$ cat config.mk
export PLATFORM = sky130hd
export DESIGN_NAME = mem_access_unit
export DESIGN_NICKNAME = d
export VERILOG_FILES = /design/src/rtl/mem_access_unit.sv
export SDC_FILE = /design/constraint.sdc
export NUM_CORES = 1
export LEC_CHECK = 0
export CAP_MARGIN = 20
export CELL_PAD_IN_SITES_DETAIL_PLACEMENT = 0
export CELL_PAD_IN_SITES_GLOBAL_PLACEMENT = 1
export CORE_AREA = 3 3 135 267
export DETAILED_ROUTE_END_ITERATION = 8
export DIE_AREA = 0 0 138 270
export HOLD_SLACK_MARGIN = 0.1
export PLACE_DENSITY_LB_ADDON = 0.05
export SLEW_MARGIN = 20
export SYNTH_ARGS = -nofsm -noshare
export SYNTH_HDL_FRONTEND = slang
export SYNTH_SLANG_ARGS = --single-unit
$ cat constraint.sdc
create_clock -name clk -period 9.1 [get_ports clk]
set_input_delay 1.82 -clock clk [delete_from_list [all_inputs] [get_ports clk]]
set_output_delay 1.82 -clock clk [all_outputs]
set_load 0.05 [all_outputs]
$ cat src/rtl/mem_access_unit.sv
// Memory-stage access unit: turns a load/store op into one bus request, then aligns and extends the load data.
// Optional build macro MEM_MISALIGN_EXC_EN: misaligned accesses complete at once with out_misalign=1 and no bus traffic.
module mem_access_unit #(
   parameter  int XLEN = 64,
   localparam int SBW  = XLEN / 8
) (
   input  logic            clk,
   input  logic            reset,
   input  logic            in_valid,
   output logic            in_ready,
   input  logic            in_read,
   input  logic            in_write,
   input  logic [1:0]      in_size,
   input  logic            in_unsigned,
   input  logic [XLEN-1:0] in_addr,
   input  logic [XLEN-1:0] in_wdata,
   output logic            bus_req_valid,
   input  logic            bus_req_ready,
   output logic            bus_req_write,
   output logic [XLEN-1:0] bus_req_addr,
   output logic [1:0]      bus_req_size,
   output logic [XLEN-1:0] bus_req_data,
   output logic [SBW-1:0]  bus_req_strobe,
   input  logic            bus_resp_valid,
   input  logic [XLEN-1:0] bus_resp_data,
   output logic            out_valid,
   output logic [XLEN-1:0] out_rdata,
   output logic            out_misalign,
   output logic            stall,
   output logic [1:0]      dbg_state
);

   localparam int OFFW = $clog2(SBW);

   typedef enum logic [1:0] {
      S_IDLE = 2'd0,
      S_REQ  = 2'd1,
      S_WAIT = 2'd2,
      S_DONE = 2'd3
   } state_t;

   state_t          state;
   logic            mem_op;
   logic            mis;
   logic [1:0]      eff_size;
   logic [OFFW-1:0] in_off;
   logic [OFFW-1:0] req_off;
   logic [2*SBW-1:0] byte_mask;
   logic [2*SBW-1:0] shifted_mask;
   logic [SBW-1:0]  cap_strobe;
   logic [XLEN-1:0] cap_data;
   logic [XLEN-1:0] resp_shift;
   logic [XLEN-1:0] load_ext;

   logic [XLEN-1:0] req_addr;
   logic [1:0]      req_size;
   logic            req_unsigned;
   logic            req_write;
   logic [XLEN-1:0] req_data;
   logic [SBW-1:0]  req_strobe;

   assign mem_op = in_read | in_write;
   assign in_off = in_addr[OFFW-1:0];

   // A 32-bit datapath has no doubleword, so size 3 degrades to a word access.
   always_comb begin
      eff_size = in_size;
      if (XLEN == 32 && in_size == 2'd3) eff_size = 2'd2;
   end

   // Mask is built twice as wide as the strobe so bytes pushed past the top fall off cleanly.
   always_comb begin
      byte_mask    = ((2*SBW)'(1) << ((2*SBW)'(1) << eff_size)) - (2*SBW)'(1);
      shifted_mask = byte_mask << in_off;
      cap_strobe   = shifted_mask[SBW-1:0];
      cap_data     = in_wdata << {in_off, 3'b000};
   end

`ifdef MEM_MISALIGN_EXC_EN
   always_comb begin
      case (eff_size)
         2'd0:    mis = 1'b0;
         2'd1:    mis = in_addr[0];
         2'd2:    mis = |in_addr[1:0];
         default: mis = |in_addr[2:0];
      endcase
   end
`else
   assign mis = 1'b0;
`endif

   assign req_off    = req_addr[OFFW-1:0];
   assign resp_shift = bus_resp_data >> {req_off, 3'b000};

   always_comb begin
      load_ext = resp_shift;
      case (req_size)
         2'd0: load_ext = req_unsigned ? XLEN'(resp_shift[7:0])
                                       : XLEN'(signed'(resp_shift[7:0]));
         2'd1: load_ext = req_unsigned ? XLEN'(resp_shift[15:0])
                                       : XLEN'(signed'(resp_shift[15:0]));
         2'd2: load_ext = req_unsigned ? XLEN'(resp_shift[31:0])
                                       : XLEN'(signed'(resp_shift[31:0]));
         default: load_ext = resp_shift;
      endcase
   end

   // Bus request: a transfer happens on the rising edge where bus_req_valid and bus_req_ready
   // are both high; valid, once raised, stays high with an unchanged payload until that edge.
   always_ff @(posedge clk or posedge reset) begin
      if (reset) begin
         state         <= S_IDLE;
         bus_req_valid <= 1'b0;
         out_valid     <= 1'b0;
         out_rdata     <= '0;
         out_misalign  <= 1'b0;
         req_addr      <= '0;
         req_size      <= 2'd0;
         req_unsigned  <= 1'b0;
         req_write     <= 1'b0;
         req_data      <= '0;
         req_strobe    <= '0;
      end else begin
         case (state)
            S_IDLE: begin
               if (in_valid) begin
                  out_rdata    <= '0;
                  out_misalign <= 1'b0;
                  if (mem_op) begin
                     req_addr     <= in_addr;
                     req_size     <= eff_size;
                     req_unsigned <= in_unsigned;
                     req_write    <= in_write;
                     req_data     <= cap_data;
                     req_strobe   <= cap_strobe;
                     if (mis) begin
                        state        <= S_DONE;
                        out_valid    <= 1'b1;
                        out_misalign <= 1'b1;
                     end else begin
                        state         <= S_REQ;
                        bus_req_valid <= 1'b1;
                     end
                  end else begin
                     state     <= S_DONE;
                     out_valid <= 1'b1;
                  end
               end
            end
            S_REQ: begin
               // A response seen here is not consumed; only the request handshake counts.
               if (bus_req_ready) begin
                  bus_req_valid <= 1'b0;
                  if (req_write) begin
                     state     <= S_DONE;
                     out_valid <= 1'b1;
                  end else begin
                     state <= S_WAIT;
                  end
               end
            end
            S_WAIT: begin
               if (bus_resp_valid) begin
                  out_rdata <= load_ext;
                  out_valid <= 1'b1;
                  state     <= S_DONE;
               end
            end
            S_DONE: begin
               out_valid <= 1'b0;
               state     <= S_IDLE;
            end
            default: begin
               state         <= S_IDLE;
               bus_req_valid <= 1'b0;
               out_valid     <= 1'b0;
            end
         endcase
      end
   end

   assign in_ready       = (state == S_IDLE);
   assign stall          = (state != S_IDLE) || (in_valid && mem_op);
   assign bus_req_write  = req_write;
   assign bus_req_addr   = req_addr;
   assign bus_req_size   = req_size;
   assign bus_req_data   = req_data;
   assign bus_req_strobe = req_strobe;
   assign dbg_state      = state;

endmodule

**Word level (Yosys, flattened, before mapping)**

Index checks and enable logic that the tools add are counted.

- Word-level logic and storage cells: 63
- Output and inout bits: 210
- Bits in registers: 208
- Input port bits: 202

- Reductions and logical operators: 12
- Bitwise gates (word level): 1
- Shift operators: 5
- Add/subtract/negate cells: 1
- Eq/ne operators: 11
- Mux-type cells: 23

Operators with widths:

| cell | count |
|---|---|
| 64-bit two-way mux | 5 |
| 64-bit case mux with 3 select lines | 1 |
| 64-bit case mux with 2 select lines | 1 |
| 64-bit by 6-bit << shifter with 64-bit output | 1 |
| 64-bit by 6-bit >> shifter with 64-bit output | 1 |
| 1-bit by 16-bit << shifter with 16-bit output (first input constant) | 1 |
| 1-bit by 2-bit << shifter with 16-bit output (first input constant) | 1 |
| 16-bit by 3-bit << shifter with 8-bit output | 1 |
| 16-bit by 2-bit subtractor with 16-bit output (second input constant) | 1 |
| 2-bit != test (second input constant) | 5 |
| 1-bit two-way mux | 9 |
| 3-bit AND reduction | 3 |
| 2-bit two-way mux | 4 |
| 2-bit case mux with 4 select lines | 1 |
| 2-bit == test (second input constant) | 3 |
| 2-bit nonzero test | 3 |
| 5-bit AND reduction | 1 |
| 2-bit by 1-bit == test with 1-bit output (second input constant) | 2 |
| 2-bit logical NOT | 2 |
| 1-bit case mux with 4 select lines | 1 |
| 4-bit AND reduction | 1 |
| 2-bit by 1-bit != test with 1-bit output (second input constant) | 1 |
| 1-bit case mux with 2 select lines | 1 |
| 1-bit logical AND | 1 |
| 2 further kinds | 2 |

**Depth between registers and ports, before layout**

Gate-level depths: netlist of run 1.

- Depth after elaboration: 5
- Mapped depth: 8
- Mapped depth without buffers: 7

**Worst setup path before layout of run 1**

Ideal clock, no wire load.

- Kind: in2out
- From: in in_write
- To: out stall
- Path buffers: 0
- Cell stages on the path: 2
- Data arrival time: 2.271 ns
- Slack: 5.009 ns
- Required time: 7.280 ns
- Cells stage by stage: o21ai_0 > nand2_1

- Cells in the longest elaborated chain, start to end: 3

Ends and longest elaborated chain:

| item | RTL line | text |
|---|---|---|
| start, declared | 12 | `input logic in_write,` |
| 1-bit OR | 62 | `assign mem_op = in_read \| in_write;` |
| 1-bit logical AND | 183 | `assign stall = (state != S_IDLE) \|\| (in_valid && mem_op);` |
| 1-bit logical OR | 183 |  |
| end, declared | 29 | `output logic stall,` |

No other way between the ends.

**Worst setup path after layout of run 1**

- From: in in_valid
- To: out stall

- Cells in the longest elaborated chain, start to end: 2

Ends and longest elaborated chain:

| item | RTL line | text |
|---|---|---|
| start, declared | 9 | `input logic in_valid,` |
| 1-bit logical AND | 183 |  |
| 1-bit logical OR | 183 |  |

No other way between the ends.

==> impl_metrics.yaml, run 1 <==
clock_network:
  cts_buffers: 23
  clock_latency_ns: 0.52
  root_buffer: "clkbuf_16"
  cts_hold_buf: 0
  htreeDepth: 1
  cts_sinks: 208
  cts_resized: 0
  post-cts-setup-buffers: 0
  cts_tree: "yes"
  clkTransAtPathRegs_ns: 0.06
  clockBufferDepth: 3
die:
  die_h_um: 270
  rows: 96
  io_pins: 412
  die_x_um: 138
  coreArea_um2: 34400
  initial_utilization_pct: 33.6
  dieArea_um2: 37300
route:
  drc: 0
  wl_mm: 47.5
  wire_per_inst_um: 23.7
  antenna_left: 0
  vias_per_cell: 5.23
  vias: 10500
  drtIter0Drc: 585
  firstDrtPassIters: 5
placement:
  gp_congestion: 0.945
  io_buffers: 410
  dp_hpwl_mm: 35.8
setup_path:
  worstPathMaxFanout: 4
  critPathLaunchType: "input pin"
  worstSetupPathType: "input pin to output port"
  endpoint_kind: "output port"
  cp.required_ns: 7.28
  crit_arrival_ns: 3.46
  r2r_slack_ns: 6.09
power_and_ir_drop:
  p_sw_share_pct: 50.6
  pwr-share-clk_pct: 15.4
  internal-power_mw: 3.17
  combPwrFrac_pct: 59.7
  p_sw_mw: 3.25
  p_seq_share_pct: 24.9
  power.density_nw_per_um2: 384
  p_leak_nw: 7.30
  peakVddDrop_mv: 0.237
layout:
  fillers: 3341
  area.sequential_um2: 5210
  areaGrowthSynthToFinish_pct: 44.9
  multiInputGateArea_um2: 5890
  nNetsFinal: 1756
  layout-drive-gt1-share_pct: 9.66
  fin_util_pct: 48.7
sta:
  timing_hold_violations_final: 0
  max_clock_freq_mhz: 189
  slew_violations: 0
  setup-tns-final_ns: 0
  fin_skew_ns: 0.00860
  finalSetupViolCount: 0
  slew_headroom_pct: 35.7
  max_slew.worst_pin.slew_ns: 0.964
  finalCritPeriodShare_pct: 58.0
  rsz0062_at_grt: "false"
  layout_min_cycle_time_ns: 5.28
grt:
  grt-ovfl-total: 0
  gr-usage-all-layers_pct: 24.3
  grt_pass1_wl_mm: 69.5
  grt_max_degree: 80
  antenna_found_initial: 0
  grt_pass1_vias: 10700
yosys:
  postSynth.asyncResetShare_pct: 100
  ys.flop_type: "dfrtp_1"
  synth_area_um2: 11600
  ys_seq_elements: 208
  postSynthCellCount: 1193
  ys_warn_count: 0
  synth_edf_count: 0
  synth.distinct_cells: 49
  yosysTopAreaCell: "dfrtp_1"
  synth_area_per_cell_um2: 9.69
  yosysTopAreaCellShare_pct: 45.0
  ys_seq_area_share_pct: 45.0
  synth_nets: 1401
  synth_area_leaders: "dfrtp_1 45%, nand2_1 11%, mux4_2 9.2%, mux2i_1 8.4%, o21ai_0 4.0%"
worst_hold_path:
  hold_class: "flop to flop"
outcome:
  status: "completed"
job:
  drv.max_cap_violation_count: 0
-- cells by family after synthesis --
logic type	Yosys count	share of synthesized area (%)
compound gates	252	15.1
fa+ha+maj	6	0.650
buf+inv	116	4.25
flops	208	45.0
mux	163	19.4
other cells	1	0.0325
simple gates	447	15.6
-- worst max-delay path: stages --
cell and delay, ns:
clkdlybuf4s50_1 0.59, o21ai_0 0.13, nand2_1 0.10, clkdlybuf4s50_1 0.81
-- final timing paths --
| path | start | endpoint | cells after the start |
|---|---|---|---|
| setup / recovery | in_valid | stall | 4 |
| hold / removal | bus_req_addr[4] | bus_req_addr[4] | 2 |
| setup reg to reg | dbg_state[0] | bus_req_data[52] | 6 |
| hold reg to reg | bus_req_addr[4] | bus_req_addr[4] | 2 |
| max in group asynchronous | reset | bus_req_data[49] | 3 |
| min in group asynchronous | reset | bus_req_addr[35] | 2 |
-- per-stage QoR --
stage / cell area (um2) / total power [mW] / setup WS (ns) / cells / hold slack, ns
global placement: 15900 / 5.45 / 3.82 / 1964 / 0.451
CTS: 16700 / 6.50 / 3.81 / 2004 / 0.476
detailed placement: 16000 / 5.47 / 3.82 / 1964 / 0.460
global route: 16700 / 6.74 / 3.73 / 2004 / 0.489
floorplan: 11600 / 4.10 / 1.60 / 1193 / 0.484
finish: 16700 / 6.42 / 3.82 / 2005 / 0.472
-- power by group through the flow --
stage          clock network [mW]  registers, mW  logic [mW]
2_1_floorplan                   0           2.90        1.20
3_3_place_gp                    0           1.60        3.85
3_5_place_dp                    0           1.61        3.87
4_1_cts                      1.02           1.60        3.87
5_1_grt                      1.06           1.65        4.04
6_report                    0.992           1.60        3.83
-- state kept, by name, indices dropped and copies added, names as in the netlist --
register,count
bus_req_addr,64
bus_req_data,64
bus_req_size,2
bus_req_strobe,8
bus_req_valid,1
bus_req_write,1
dbg_state,2
out_rdata,64
out_valid,1
req_unsigned,1
-- synthesized netlist by cell type (3+ instances only) --
master,number
nand2_1,343
dfrtp_1,208
mux2i_1,97
o21ai_0,93
clkbuf_1,62
mux4_2,47
nor2_1,45
a21oi_1,27
a22o_1,27
buf_2,21
inv_1,20
mux2_2,19
a22oi_1,18
a211oi_1,15
nand2b_1,14
o31ai_2,13
nor3_1,12
nand3_1,11
nor2b_1,11
o22ai_1,9
a221oi_1,8
buf_1,8
a2bb2oi_1,7
a211o_1,6
ha_1,6
o31ai_1,5
o32a_1,5
or3_1,4
a221o_1,3
and3_1,3
buf_6,3
-- metal layers --
| layer | vias up | track usage (%) | part of all wire, % |
|---|---|---|---|
| met5 | - | 0 | 0 |
| met4 | 0 | 16.0 | 7.5 |
| met3 | 87 | 5.05 | 5.5 |
| met2 | 364 | 45.6 | 54 |
| met1 | 5120 | 23.6 | 33 |
| li1 | 4913 | - | - |
-- cell usage in the layout (no fill, tap or decap), drive strengths merged, types with 4 or more instances in the layout --
cell type and instances:
clkdlybuf4s50 408, nand2 343, dfrtp 208, mux2i 97
o21ai 95, mux4 47, nor2 45, a21oi 27
a22o 27, clkbuf 27, inv 20, mux2 19
a22oi 18, buf 18, o31ai 18, a211oi 15
nand2b 14, nor3 12, nor2b 11, nand3 11
o22ai 10, a221oi 8, a2bb2oi 7, clkinv 7
a211o 6, ha 6, o32a 5, or3 4
-- layout make-up --
type                       count  share of cell area [%]
sequential                   208                    31.1
clock buffer                  27                    3.77
timing repair buffer         426                    25.2
inverter                      20                   0.493
multi-input combinational    869                    35.2
antenna                        1                  0.0149
tap                          441                    3.30
clock inverter                13                   0.927
Note: power is estimated with default switching activity, not from simulation.
==> inputs of run 2 (changes only) <==
==> constraint.sdc (replaced) <==
create_clock -name clk -period 5.3 [get_ports clk]
set_input_delay 1.06 -clock clk [delete_from_list [all_inputs] [get_ports clk]]
set_output_delay 1.06 -clock clk [all_outputs]
set_load 0.05 [all_outputs]
==> run 2 against run 1 <==
  * Clock power rose by 68%
  * Utilization rose by 0.14 points
  * Worst hold slack barely moved
  * Total power rose by 71%
  * Global-route usage rose by 0.23 points
  * Cell area rose by 0.29%
  * Non-clock buffer count rose by 5
  * Flip-flop and latch count did not move
  * Count of clock-buffer cells in the layout rose by 3
  * Critical path depth did not move
  * Register-to-register slack got worse by 3.7 ns
  * Critical path type unchanged
  * Critical endpoint unchanged
  * Largest power group unchanged
==> impl_metrics.yaml, run 2 (synthesis gave the netlist of run 1 again) <==
clock_network:
  cts_resized: 0
  root_buffer: "clkbuf_16"
  cts_tree: "yes"
  clock_latency_ns: 0.53
  clockBufferDepth: 3
  post-cts-setup-buffers: 0
  cts_hold_buf: 0
  cts_buffers: 22
  clkTransAtPathRegs_ns: 0.06
  htreeDepth: 1
  cts_sinks: 208
layout:
  layout-drive-gt1-share_pct: 9.50
  nNetsFinal: 1760
  design_area_um2: 16800
  areaGrowthSynthToFinish_pct: 45.3
  final_cell_mix: "408 x clkdlybuf4s50_1, 343 x nand2_1, 205 x dfrtp_1"
  fillers: 3386
  final_common_cell: "clkdlybuf4s50_1"
grt:
  grt_pass1_vias: 10900
  antenna_found_initial: 3
  grt_pass1_wl_mm: 70.4
  grt_max_degree: 101
  grt-ovfl-total: 0
  gr-usage-all-layers_pct: 24.5
setup_path:
  r2r_slack_ns: 2.37
  r2r-start: "bus_req_addr[0]"
  startpoint: "in_valid"
  crit_arrival_ns: 2.71
  r2r_end: "out_rdata[51]"
  cp.required_ns: 4.24
  worstPathMaxFanout: 4
  endpoint_kind: "output port"
  critPathLaunchType: "input pin"
  reg2reg_depth: 7
  worstSetupPathType: "input pin to output port"
  endpoint: "stall"
power_and_ir_drop:
  peakVddDrop_mv: 0.392
  power.density_nw_per_um2: 655
  p_leak_nw: 7.32
  power_mw: 11.0
placement:
  dpl-instance-area_um2: 16000
  gp_congestion: 0.902
  preCtsSetupSlack_ns: 1.55
  io_buffers: 410
  dp_hpwl_mm: 35.9
die:
  rows: 96
  io_pins: 412
  die_x_um: 138
  dieArea_um2: 37300
  initial_utilization_pct: 33.6
  coreArea_um2: 34400
  die_h_um: 270
sta:
  max_slew.worst_pin.slew_ns: 0.948
  slew_headroom_pct: 36.1
  slew_violations: 0
  rsz0062_at_grt: "false"
  finalSetupViolCount: 0
  finalCritPeriodShare_pct: 71.1
  setup_slack_ns: 1.53
  fin_skew_ns: 0.0234
  whs_ns: 0.472
  setup-tns-final_ns: 0
  layout_min_cycle_time_ns: 3.77
  max_clock_freq_mhz: 266
  timing_hold_violations_final: 0
route:
  wire_per_inst_um: 23.5
  firstDrtPassIters: 5
  wl_mm: 47.3
  vias_per_cell: 5.22
  drc: 0
  drtIter0Drc: 536
  vias: 10500
  antenna_left: 0
job:
  drv.max_cap_violation_count: 0
outcome:
  status: "completed"
worst_hold_path:
  hold_class: "flop to flop"
==> run 2: changes by cell type in the layout (fill, tap and decap cells not counted), sizes merged <==
cell	previous run	this run
clkbuf	27	30
clkinv	7	5
inv	20	19
buf	18	23
diode	1	2
==> run 2: how the worst min path moves through the flow <==
stage / cells past startpoint / end / slack [ns] / from
after floorplan: 2 / req_unsigned / 0.48 / req_unsigned
after global placement: 2 / bus_req_data[34] / 0.45 / bus_req_data[34]
after detailed placement: 2 / bus_req_data[34] / 0.46 / bus_req_data[34]
after CTS: 2 / bus_req_data[34] / 0.48 / bus_req_data[34]
after global routing: 2 / bus_req_addr[7] / 0.50 / bus_req_addr[7]
final: 2 / bus_req_addr[27] / 0.47 / bus_req_addr[27]
==> run 2: metrics by stage <==
step | util, % | cells
after floorplan | - | 1193
after global placement | 46.7 | 1969
after detailed placement | 46.7 | 1969
after CTS | 48.9 | 2009
after global routing | 48.9 | 2011
final | 48.9 | 2011
==> run 2: critical path, cell delays in order <==
cell,delay (ns)
clkdlybuf4s50_1,0.59
o21ai_0,0.12
nand2_1,0.11
clkdlybuf4s50_1,0.82
==> run 2: layout make-up <==
class	instances	area [um2]	area share, %
clock buffers	30	622	3.70
repair buffers	431	4300	25.6
well taps	441	552	3.29
multi-input cells	869	5890	35.1
diodes	2	5.00	0.0298
clock inverters	10	134	0.797
inverters	20	78.8	0.469
flip-flops and latches	208	5210	31.0
==> run 2: where the power goes <==
| group | switching [mW] | internal [mW] |
|---|---|---|
| combinational | 4.34 | 2.19 |
| sequential | 0.537 | 2.26 |
| clock | 0.697 | 0.973 |
| total | 5.57 | 5.43 |
==> run 2: per-layer routing <==
| layer | vias to the layer above | wire length (um) | global-route usage (%) | part of all wire, % |
|---|---|---|---|---|
| met5 | - | 13 | 0 | 0.027 |
| met3 | 69 | 2580 | 4.71 | 5.5 |
| li1 | 4917 | - | - | - |
| met2 | 373 | 26500 | 47.5 | 56 |
| met1 | 5133 | 15600 | 24.5 | 33 |
| met4 | 2 | 2540 | 12.2 | 5.4 |
==> inputs of run 3 (changes only) <==
--- a/config.mk
+++ b/config.mk
@@ -8,9 +8,9 @@
 export CAP_MARGIN = 20
 export CELL_PAD_IN_SITES_DETAIL_PLACEMENT = 0
 export CELL_PAD_IN_SITES_GLOBAL_PLACEMENT = 1
-export CORE_AREA = 3 3 135 267
+export CORE_AREA = 3 3 141 280
 export DETAILED_ROUTE_END_ITERATION = 8
-export DIE_AREA = 0 0 138 270
+export DIE_AREA = 0 0 144 283
 export HOLD_SLACK_MARGIN = 0.1
 export PLACE_DENSITY_LB_ADDON = 0.05
 export SLEW_MARGIN = 20
==> constraint.sdc (replaced) <==
create_clock -name clk -period 3.3 [get_ports clk]
set_input_delay 0.66 -clock clk [delete_from_list [all_inputs] [get_ports clk]]
set_output_delay 0.66 -clock clk [all_outputs]
set_load 0.05 [all_outputs]
==> run 3 against run 2 <==
  * Final cell count rose by 2.2%
  * Via count rose by 1.7%
  * Clock skew fell by 0.015 ns
  * Routed wire length rose by 4.2%
  * Count of clock-buffer cells in the layout did not move
  * Largest power group unchanged
==> impl_metrics.yaml, run 3 (synthesis gave the netlist of run 1 again) <==
placement:
  preCtsSetupSlack_ns: 0.473
  io_buffers: 410
  dp_hpwl_mm: 38.2
  place_inst: 2016
  gp_congestion: 0.893
setup_path:
  worstPathMaxFanout: 7
  crit_chain: "inv_1 -> ha_1 -> clkdlybuf4s50_1"
  path_depth: 3
  worstSetupPathType: "flop to output port"
  cp.required_ns: 2.64
  critPathSlowestCell: "clkdlybuf4s50_1"
  slowest_delay_ns: 0.90
  crit_family: "buffers and inverters"
  startpoint: "dbg_state[0]"
  reg2reg_depth: 7
  critPathLaunchType: "flop"
  endpoint_kind: "output port"
  path_buf_inv: 2
  r2r-start: "dbg_state[1]"
  crit_arrival_ns: 2.43
route:
  vias: 10700
  wire_per_inst_um: 24.0
  antenna_left: 0
  firstDrtPassIters: 6
  drtIter0Drc: 434
  drc: 0
  wl_mm: 49.3
  vias_per_cell: 5.19
grt:
  grt_pass1_wl_mm: 72.2
  grt_pass1_vias: 11200
  antenna_found_initial: 3
  grt_max_degree: 117
  grt-ovfl-total: 0
  gr-usage-all-layers_pct: 23.6
job:
  drv.max_cap_violation_count: 0
clock_network:
  root_buffer: "clkbuf_16"
  cts_hold_buf: 0
  cts_resized: 0
  clkTransAtPathRegs_ns: 0.06
  clock_latency_ns: 0.51
  cts_sinks: 208
  post-cts-setup-buffers: 0
  cts_tree: "yes"
  cts_buffers: 22
  htreeDepth: 1
  clockBufferDepth: 3
sta:
  finalCritPeriodShare_pct: 93.5
  slew_violations: 0
  timing_hold_violations_final: 0
  max_clock_freq_mhz: 324
  setup-tns-final_ns: 0
  setup_slack_ns: 0.215
  finalSetupViolCount: 0
  layout_min_cycle_time_ns: 3.09
  rsz0062_at_grt: "false"
  max_slew.worst_pin.slew_ns: 0.864
  fin_skew_ns: 0.00851
  slew_headroom_pct: 42.0
die:
  initial_utilization_pct: 30.9
  die_h_um: 283
  coreArea_um2: 37400
  die_x_um: 144
  dieArea_um2: 40800
  rows: 100
  io_pins: 412
layout:
  layout-drive-gt1-share_pct: 11.2
  areaGrowthSynthToFinish_pct: 47.8
  nNetsFinal: 1789
  final_cell_mix: "407 x clkdlybuf4s50_1, 343 x nand2_1, 205 x dfrtp_1"
  final_common_cell: "clkdlybuf4s50_1"
  layoutNonFillerInstCount: 2056
outcome:
  status: "completed"
power_and_ir_drop:
  peakVddDrop_mv: 0.749
  power.density_nw_per_um2: 1040
  p_leak_nw: 7.49
worst_hold_path:
  hold_class: "input pin to async pin"
-- run 3: cell type report --
type                            count  area [um2]
Fill cell                        3588       20300
Clock buffer                       30         642
Sequential cell                   208        5210
Timing Repair Buffer              460        4590
Clock inverter                      8        92.6
Antenna cell                        2        5.00
Tap cell                          459         574
Inverter                           20        78.8
Multi-Input combinational cell    869        5890
-- run 3: worst paths after layout --
kind | slack, ns | end
setup / recovery | 0.21 | in_ready
hold / removal | 0.47 | out_rdata[26]
setup reg to reg | 0.86 | dbg_state[0]
hold reg to reg | 0.47 | bus_req_addr[28]
max in group asynchronous | 2.02 | bus_req_addr[8]
min in group clk | 0.47 | bus_req_addr[28]
-- run 3: metal layers --
layer / vias up / share of wire [%] / global-route usage (%)
met1: 5165 / 32 / 22.7
met5: - / 0.022 / 0
met4: 2 / 6.2 / 12.3
met3: 104 / 6.3 / 4.91
met2: 413 / 55 / 45.4
li1: 4989 / - / -
-- run 3: worst register-to-register path, stage by stage, from the launching register on --
cell	delay, ns
dfrtp_1	0.45
inv_1	0.11
ha_1	0.34
nand2b_1	0.16
a21boi_0	0.38
o21ai_0	0.31
a2111oi_0	0.47
a21oi_1	0.08
-- run 3: stage by stage --
stage	utilization [%]	total power [mW]	hold slack, ns	instance area [um2]
global route	45.7	18.7	0.473	17100
finish	45.7	17.8	0.469	17100
floorplan	-	11.3	0.484	11600
CTS	45.7	18.0	0.451	17100
global placement	43.7	15.3	0.450	16300
detailed placement	43.7	15.3	0.461	16300
-- run 3: power breakdown --
| part | total (mW) | internal, mW | switching (mW) | leakage [nW] |
|---|---|---|---|---|
| Sequential | 4.47 | 3.64 | 0.835 | 2.70 |
| Combinational | 10.7 | 3.67 | 7.05 | 4.42 |
| Clock | 2.61 | 1.51 | 1.09 | 0.364 |
